$ cat config.mk
export PLATFORM = sky130hd
export DESIGN_NAME = sram_tdm_mux
export DESIGN_NICKNAME = d
export VERILOG_FILES = /design/src/rtl/sram_tdm_pkg.sv /design/src/rtl/sram_lane_sel.sv /design/src/rtl/sram_tdm_mux.sv
export SDC_FILE = /design/constraint.sdc
export NUM_CORES = 1
export LEC_CHECK = 0
export BUFFER_PORTS_ARGS = -buffer_cell sky130_fd_sc_hd__buf_2
export CAP_MARGIN = 5
export CELL_PAD_IN_SITES_DETAIL_PLACEMENT = 1
export CELL_PAD_IN_SITES_GLOBAL_PLACEMENT = 1
export CORE_ASPECT_RATIO = 1.25
export CORE_MARGIN = 2
export CORE_UTILIZATION = 30
export CTS_CLUSTER_DIAMETER = 120
export DETAILED_ROUTE_END_ITERATION = 8
export GPL_ROUTABILITY_DRIVEN = 1
export PLACE_DENSITY = 0.76
export SLEW_MARGIN = 0
export SYNTH_ARGS = -nofsm -noshare
export SYNTH_HDL_FRONTEND = slang
export SYNTH_SLANG_ARGS = --single-unit
$ cat constraint.sdc
create_clock -name I_CLK -period 7.9 [get_ports I_CLK]
set_input_delay 2.37 -clock I_CLK [delete_from_list [all_inputs] [get_ports I_CLK]]
set_output_delay 2.37 -clock I_CLK [all_outputs]
set_load 0.1 [all_outputs]
$ cat src/rtl/sram_tdm_pkg.sv
// Shared definitions for the time-division SRAM arbiter: phase encoding,
// byte-lane width and default geometry.
`default_nettype none

package sram_tdm_pkg;

    localparam int LANE_W    = 8;
    localparam int AW_DEF    = 18;
    localparam int LANES_DEF = 4;
    localparam int GAW_DEF   = 14;

    typedef enum logic [1:0] {
        P0 = 2'd0,
        P1 = 2'd1,
        P2 = 2'd2,
        P3 = 2'd3
    } phase_e;

endpackage

`default_nettype wire

$ cat src/rtl/sram_lane_sel.sv
// Read-byte selector: returns the lowest-numbered selected lane of an SRAM
// word, with an empty select treated as lane 0.
`default_nettype none

module sram_lane_sel
    import sram_tdm_pkg::*;
#(
    parameter int LANES = LANES_DEF
) (
    input  logic [LANE_W*LANES-1:0] i_data,
    input  logic [LANES-1:0]        i_sel,
    output logic [LANE_W-1:0]       o_byte
);

    // Scanning downward lets the lowest set bit win; no bit set leaves lane 0.
    always_comb begin
        o_byte = i_data[LANE_W-1:0];
        for (int i = LANES - 1; i >= 0; i--) begin
            if (i_sel[i]) begin
                o_byte = i_data[i*LANE_W +: LANE_W];
            end
        end
    end

endmodule

`default_nettype wire

$ cat src/rtl/sram_tdm_mux.sv
// Four-phase SRAM time-division mux: P0 video fetch, P1..P3 one CPU slot.
// Optional macro SRAM_GPAGE_EN adds the I_GPAGE display-page input.
`default_nettype none

module sram_tdm_mux
    import sram_tdm_pkg::*;
#(
    parameter int AW    = AW_DEF,
    parameter int LANES = LANES_DEF,
    parameter int GAW   = GAW_DEF
) (
    input  logic                        I_CLK,
    input  logic                        I_RESET,
    output logic [AW-1:0]               O_SRAM_A,
    output logic [LANE_W-1:0]           O_SRAM_D,
    input  logic [LANE_W*LANES-1:0]     I_SRAM_D,
    output logic                        O_SRAM_OE,
    output logic                        O_SRAM_WE,
    output logic [LANES-1:0]            O_SRAM_BW,
    input  logic                        I_CREQ,
    input  logic                        I_CWE,
    input  logic [AW-1:0]               I_CADDR,
    input  logic [LANES-1:0]            I_CLANE,
    input  logic [LANE_W-1:0]           I_CD,
    output logic [LANE_W-1:0]           O_CD,
    output logic                        O_CACK,
    input  logic                        I_VEN,
    input  logic [GAW-1:0]              I_GA,
`ifdef SRAM_GPAGE_EN
    input  logic                        I_GPAGE,
`endif
    output logic [LANE_W*(LANES-1)-1:0] O_GD,
    output logic                        O_GVALID
);

    phase_e                        phase_q, phase_d;
    logic                          slot_q, slot_d;
    logic                          cwe_q, cwe_d;
    logic [AW-1:0]                 caddr_q, caddr_d;
    logic [LANES-1:0]              clane_q, clane_d;
    logic [LANE_W-1:0]             cd_q, cd_d;
    logic [LANE_W-1:0]             ocd_q, ocd_d;
    logic                          cack_q, cack_d;
    logic [LANE_W*(LANES-1)-1:0]   gd_q, gd_d;
    logic                          gvalid_q, gvalid_d;

    logic                          w_page;
    logic [AW-1:0]                 w_vaddr;
    logic [LANES-1:0]              w_lane_in;
    logic [LANE_W-1:0]             w_rd_byte;

`ifdef SRAM_GPAGE_EN
    assign w_page = I_GPAGE;
`else
    assign w_page = 1'b1;
`endif

    // Video window sits at the top of SRAM: ones above the page bit.
    always_comb begin
        w_vaddr             = '1;
        w_vaddr[GAW]        = w_page;
        w_vaddr[GAW-1:0]    = I_GA;
    end

    assign w_lane_in = (I_CLANE == '0) ? {{(LANES-1){1'b0}}, 1'b1} : I_CLANE;

    sram_lane_sel #(
        .LANES (LANES)
    ) u_lane_sel (
        .i_data (I_SRAM_D),
        .i_sel  (clane_q),
        .o_byte (w_rd_byte)
    );

    always_ff @(posedge I_CLK or posedge I_RESET) begin
        if (I_RESET) begin
            phase_q <= P0;
        end else begin
            phase_q <= phase_d;
        end
    end

    always_comb begin
        phase_d = P0;
        case (phase_q)
            P0: phase_d = P1;
            P1: phase_d = P2;
            P2: phase_d = P3;
            P3: phase_d = P0;
            default: phase_d = P0;
        endcase
    end

    always_comb begin
        slot_d   = slot_q;
        cwe_d    = cwe_q;
        caddr_d  = caddr_q;
        clane_d  = clane_q;
        cd_d     = cd_q;
        ocd_d    = ocd_q;
        cack_d   = 1'b0;
        gd_d     = gd_q;
        gvalid_d = 1'b0;
        case (phase_q)
            P0: begin
                if (I_VEN) begin
                    gd_d     = I_SRAM_D[LANE_W*LANES-1:LANE_W];
                    gvalid_d = 1'b1;
                end
            end
            P1: begin
                slot_d = I_CREQ;
                if (I_CREQ) begin
                    cwe_d   = I_CWE;
                    caddr_d = I_CADDR;
                    clane_d = w_lane_in;
                    cd_d    = I_CD;
                end
            end
            P2: begin
                // Read data is taken at the end of P2 so O_CD is valid with the ack.
                if (slot_q) begin
                    cack_d = 1'b1;
                    if (!cwe_q) begin
                        ocd_d = w_rd_byte;
                    end
                end
            end
            P3: slot_d = 1'b0;
            default: slot_d = 1'b0;
        endcase
    end

    always_ff @(posedge I_CLK or posedge I_RESET) begin
        if (I_RESET) begin
            slot_q   <= 1'b0;
            cwe_q    <= 1'b0;
            caddr_q  <= '0;
            clane_q  <= '0;
            cd_q     <= '0;
            ocd_q    <= '0;
            cack_q   <= 1'b0;
            gd_q     <= '0;
            gvalid_q <= 1'b0;
        end else begin
            slot_q   <= slot_d;
            cwe_q    <= cwe_d;
            caddr_q  <= caddr_d;
            clane_q  <= clane_d;
            cd_q     <= cd_d;
            ocd_q    <= ocd_d;
            cack_q   <= cack_d;
            gd_q     <= gd_d;
            gvalid_q <= gvalid_d;
        end
    end

    // Bus is forced idle while reset is held, independent of the phase.
    always_comb begin
        O_SRAM_A  = '0;
        O_SRAM_D  = '0;
        O_SRAM_OE = 1'b0;
        O_SRAM_WE = 1'b0;
        O_SRAM_BW = '0;
        if (!I_RESET) begin
            case (phase_q)
                P0: begin
                    if (I_VEN) begin
                        O_SRAM_A  = w_vaddr;
                        O_SRAM_OE = 1'b1;
                        O_SRAM_BW = '1;
                    end
                end
                P1: begin
                    if (I_CREQ) begin
                        O_SRAM_A  = I_CADDR;
                        O_SRAM_BW = w_lane_in;
                        O_SRAM_OE = ~I_CWE;
                        O_SRAM_D  = I_CWE ? I_CD : '0;
                    end
                end
                P2, P3: begin
                    if (slot_q) begin
                        O_SRAM_A  = caddr_q;
                        O_SRAM_BW = clane_q;
                        O_SRAM_OE = ~cwe_q;
                        O_SRAM_D  = cwe_q ? cd_q : '0;
                        O_SRAM_WE = cwe_q && (phase_q == P2);
                    end
                end
                default: O_SRAM_A = '0;
            endcase
        end
    end

    assign O_CD     = ocd_q;
    assign O_CACK   = cack_q;
    assign O_GD     = gd_q;
    assign O_GVALID = gvalid_q;

endmodule

`default_nettype wire
======== Yosys cells after proc, flatten, opt, wreduce, memory -nomap -nowiden ========
Index checks and enable logic that the tools add are counted.
word-level totals
  flip-flop bits (word level) ............. 68
  memory bits (writable) .................. 0
  memories kept ........................... 0
  bits in read-only memories .............. 0
  logic and storage cells ................. 57
  input port bits ......................... 81
  bits in latches ......................... 0
cells by class
  multipliers ............................. 0
  div/mod/pow operators ................... 0
  bitwise gates (word level) .............. 2
  shifts and indexed selects .............. 0
  eq/ne operators ......................... 3
  order comparisons ....................... 0
  $add $sub $neg .......................... 0
  reduce and logical (&&, ||, !) cells .... 8
  muxes and demuxes ....................... 34
operators by type and width
  kind                                                             count
  18-bit two-way mux                                               4
  8-bit two-way mux                                                9
  18-bit one-hot mux with 3 select lines                           1
  4-bit two-way mux                                                5
  8-bit one-hot mux with 2 select lines                            1
  4-bit one-hot mux with 3 select lines                            1
  1-bit two-way mux                                                10
  2-bit one-hot mux with 4 select lines                            1
  2-bit == test, second input constant                             2
  4-bit logical NOT                                                1
  2-bit AND reduction                                              2
  1-bit one-hot mux with 3 select lines                            1
  3-bit AND reduction                                              1
  2-bit by 1-bit == test with 1-bit output, second input constant  1
  2-bit logical NOT                                                1
  1-bit inverter                                                   2
  1-bit one-hot mux with 2 select lines                            1
  2-bit nonzero test                                               1
  2-bit OR reduction                                               1
  1-bit logical AND                                                1

======== Depth between registers and ports, before layout ========
  depth after elaboration ................. 5
  mapped depth ............................ 8
  depth with buffers taken out ............ 5

======== Cells and area by module ========
A second synthesis with hierarchy kept.
second synthesis, totals
  cell total of the unflattened synthesis .. 351
  area, all modules ....................... 3661.0 µm²
by module, submodules not included
  module         times used  seq. area each (µm²)  cells an instance  area each (µm²)
  sram_tdm_mux   1           1701.6                308                3328.2
  sram_lane_sel  1           0.0                   43                 332.8

======== Worst setup path before layout ========
Ideal clock, no wire load.
  path kind ............................... input to output
  start ................................... input I_RESET
  end ..................................... output O_SRAM_BW[1]
  stages on the path ...................... 3
  slack ................................... -0.285 ns
  arrival ................................. 5.815 ns
  buffers on the path ..................... 0
  path through ............................ inv_1 > o21ai_2 > a31oi_1
on the way
  longest elaborated chain between the ends .. 1
ends and longest elaborated chain
  item               RTL line             RTL
  from (decl)        sram_tdm_mux.sv:13   input logic I_RESET,
  4-bit two-way mux  sram_tdm_mux.sv:165  if (!I_RESET) begin
  to (decl)          sram_tdm_mux.sv:19   output logic [LANES-1:0] O_SRAM_BW,
Every way passes these cells.

======== Final worst setup path ========
  start ................................... input I_RESET
  end ..................................... output O_SRAM_BW[3]
Same word-level chain as after synthesis.

==> metrics.txt <==
pwr dens 239 nW/um^2; DR pass1 iterations 4; post-synthesis sequential area ratio 46.2%; Synth area leader dfrtp_1; Yosys top cell area share 46.2%; Synth cell types 32; Post-Syn Area ~3700 um^2; multi-input logic area 1780 um^2; CTS resizes 0; post-route ant nets 0; # diodes 0; initial antenna violation count 0; reg2reg end O_CD[2]; final instance area 4750 um^2; Syn Nets 450; overall routing resource usage around 17%; worst clock skew 0.00556 ns; fillcell total 1448; H-tree depth 3; Pwr Total 0.00113 W; CP required about 5.5 ns; Area contributors post-synth dfrtp_1 46%, nand2_1 12%, a221oi_2 8.2%, mux2_2 7.3%, mux2_4 3.3%; reg2reg path depth 3; WL per Instance 17.0 um; worst slew pin tran 1.18 ns; I/O pins 147; Startpoint Class primary input; Die ar. 13200 um^2; layout cells sized above 1 44.3%; ys flop type dfrtp_1; Clock Latency Late Sink 0.33 ns; Fin. Hold Viols 0; cts hold-fix bufs 0; grt total ovfl 0; # nets final roughly 580; Port Buffers 146; Ys Warns 0; slew margin rel. 21.5%; CP endpoint kind output port; Hold Crit Depth 2; row count 45; setup bufs post-CTS 0; largest net degree at the start of global routing between 40 and 50; total wire length ~11 mm; async set or reset register ratio after synthesis 100%; post-route minimum period 6.62 ns; Max IR drop VDD 0.0853 mV; hold path endpoint cd_q[1]; clock buffer depth 2; Setup Viol. Count Final 0; Placed Area 4480 um^2; initial core utilization 30.6%; area grow syn2layout 28.9%; Slew Viols, Final 0; worst hold path startpoint cd_q[1]; via count 3310; final period utilization 83.8%; Reg area 1700 um^2; DR iter-0 viols 72; max frequency 0.151 GHz; Synth Area per Inst 10.1 um^2; first-pass GRT wire length 17.8 mm; Setup TNS Final 0 ns; Die X 103 um; leakage between 2 and 2.5 nW; Crit Path Max Fanout 31; status finished clean; Post-synth EDFFs 0; Residual DRC 0; Root Buffer clkbuf_16; Worst R2R Start clane_q[1]; max cap viols 0; WP data arrival around 4.3 ns; Hold Path Class register to register; Mapped Cells 364; register-to-register setup slack 5.85 ns; synthesized flop and latch total 68; Via density 4.98; DP Wirelength 8.29 mm; GPL Wtd Cong 0.806; CP Class primary input to output port; core outline area 12000 um^2; vias in the first global route 3517; clk slew on worst S/H paths 0.05 ns; Die Height 128 um; CTS tree done; WHS 0.478 ns; number of clock sinks 68; Inserted Clock Buffers 9; RSZ-0062 raised after global routing no
per-layer routing:
layer / GRT usage [%] / wire (um)
met5: 0 / 0
met4: 5.57 / 106
met1: 22.3 / 5070
met2: 29.1 / 5300
met3: 3.71 / 826
registers in the layout (all words and copies together), names as in the netlist:
| name | flops |
|---|---|
| O_GD | 24 |
| caddr_q | 18 |
| O_CD | 8 |
| cd_q | 8 |
| clane_q | 4 |
| phase_q | 2 |
| O_CACK | 1 |
| O_GVALID | 1 |
| cwe_q | 1 |
| slot_q | 1 |
critical path, stage by stage:
cell        delay (ns)
buf_2             0.27
clkinvlp_4        0.66
o21ai_2           0.49
nor2_1            0.14
buf_2             0.32
cells by family (layout without fill, tap and decap cells):
group           Yosys count  count (layout)  share of synthesized area, %
compound gates           75              75                          19.6
mux                      32              32                          10.6
simple gates            148             148                          16.4
flops                    68              68                          46.2
buf+inv                  36             173                          5.50
fa+ha+maj                 5               5                          1.70
where the power goes:
| part | internal, W | total (W) | switching, W |
|---|---|---|---|
| clock | 0.000220 | 0.000367 | 0.000147 |
| sequential | 0.000384 | 0.000413 | 0.0000289 |
| combinational | 0.0000767 | 0.000354 | 0.000277 |
final cells by class:
cell class | count | share of cell area (%)
multi-input combinational | 260 | 37.5
timing repair buffer | 150 | 16.0
tap | 164 | 4.32
sequential | 68 | 35.8
clock inverter | 4 | 0.527
inverter | 7 | 0.632
clock buffer | 12 | 5.19
cells in the mapped netlist, drive strengths merged, types with 2 or more instances:
cell type / number
nand2: 116
dfrtp: 68
mux2: 32
a221oi: 28
buf: 21
nor2: 15
a211oi: 14
a21o: 9
nor2b: 9
a32oi: 8
clkbuf: 8
o31ai: 8
inv: 7
ha: 5
a21oi: 3
a31oi: 2
and2: 2
and3: 2
o21ai: 2
cells in the final DEF (no fill, tap or decap), types with 3 or more instances in the layout:
cell / count
a211oi_1: 14
a21o_1: 9
a21oi_1: 3
a221oi_1: 8
a221oi_2: 20
a32oi_1: 8
buf_2: 146
buf_4: 4
clkbuf_16: 9
clkinvlp_4: 3
dfrtp_1: 68
ha_1: 5
inv_1: 6
mux2_2: 24
mux2_4: 8
nand2_1: 115
nor2_1: 14
nor2b_1: 9
o31ai_1: 8
worst max path at each step:
| stage | start | to | slack (ns) | cells past startpoint |
|---|---|---|---|---|
| 3_5_place_dp | I_RESET | O_SRAM_BW[3] | 1.16 | 5 |
| 2_1_floorplan | I_VEN | O_SRAM_A[10] | 0.42 | 4 |
| 6_report | I_RESET | O_SRAM_BW[3] | 1.28 | 5 |
| 4_1_cts | I_RESET | O_SRAM_BW[3] | 1.17 | 5 |
| 5_1_grt | I_RESET | O_SRAM_BW[3] | 1.00 | 5 |
| 3_3_place_gp | I_RESET | O_SRAM_BW[3] | 1.21 | 5 |
per-stage QoR:
stage	setup WS, ns	std cells	util (%)
after floorplan	0.419	364	-
after global placement	1.21	649	37.2
after detailed placement	1.16	649	37.2
after CTS	1.17	665	39.4
after global routing	1.00	665	39.4
final	1.28	665	39.4
Power figures use the tool's default switching activity.
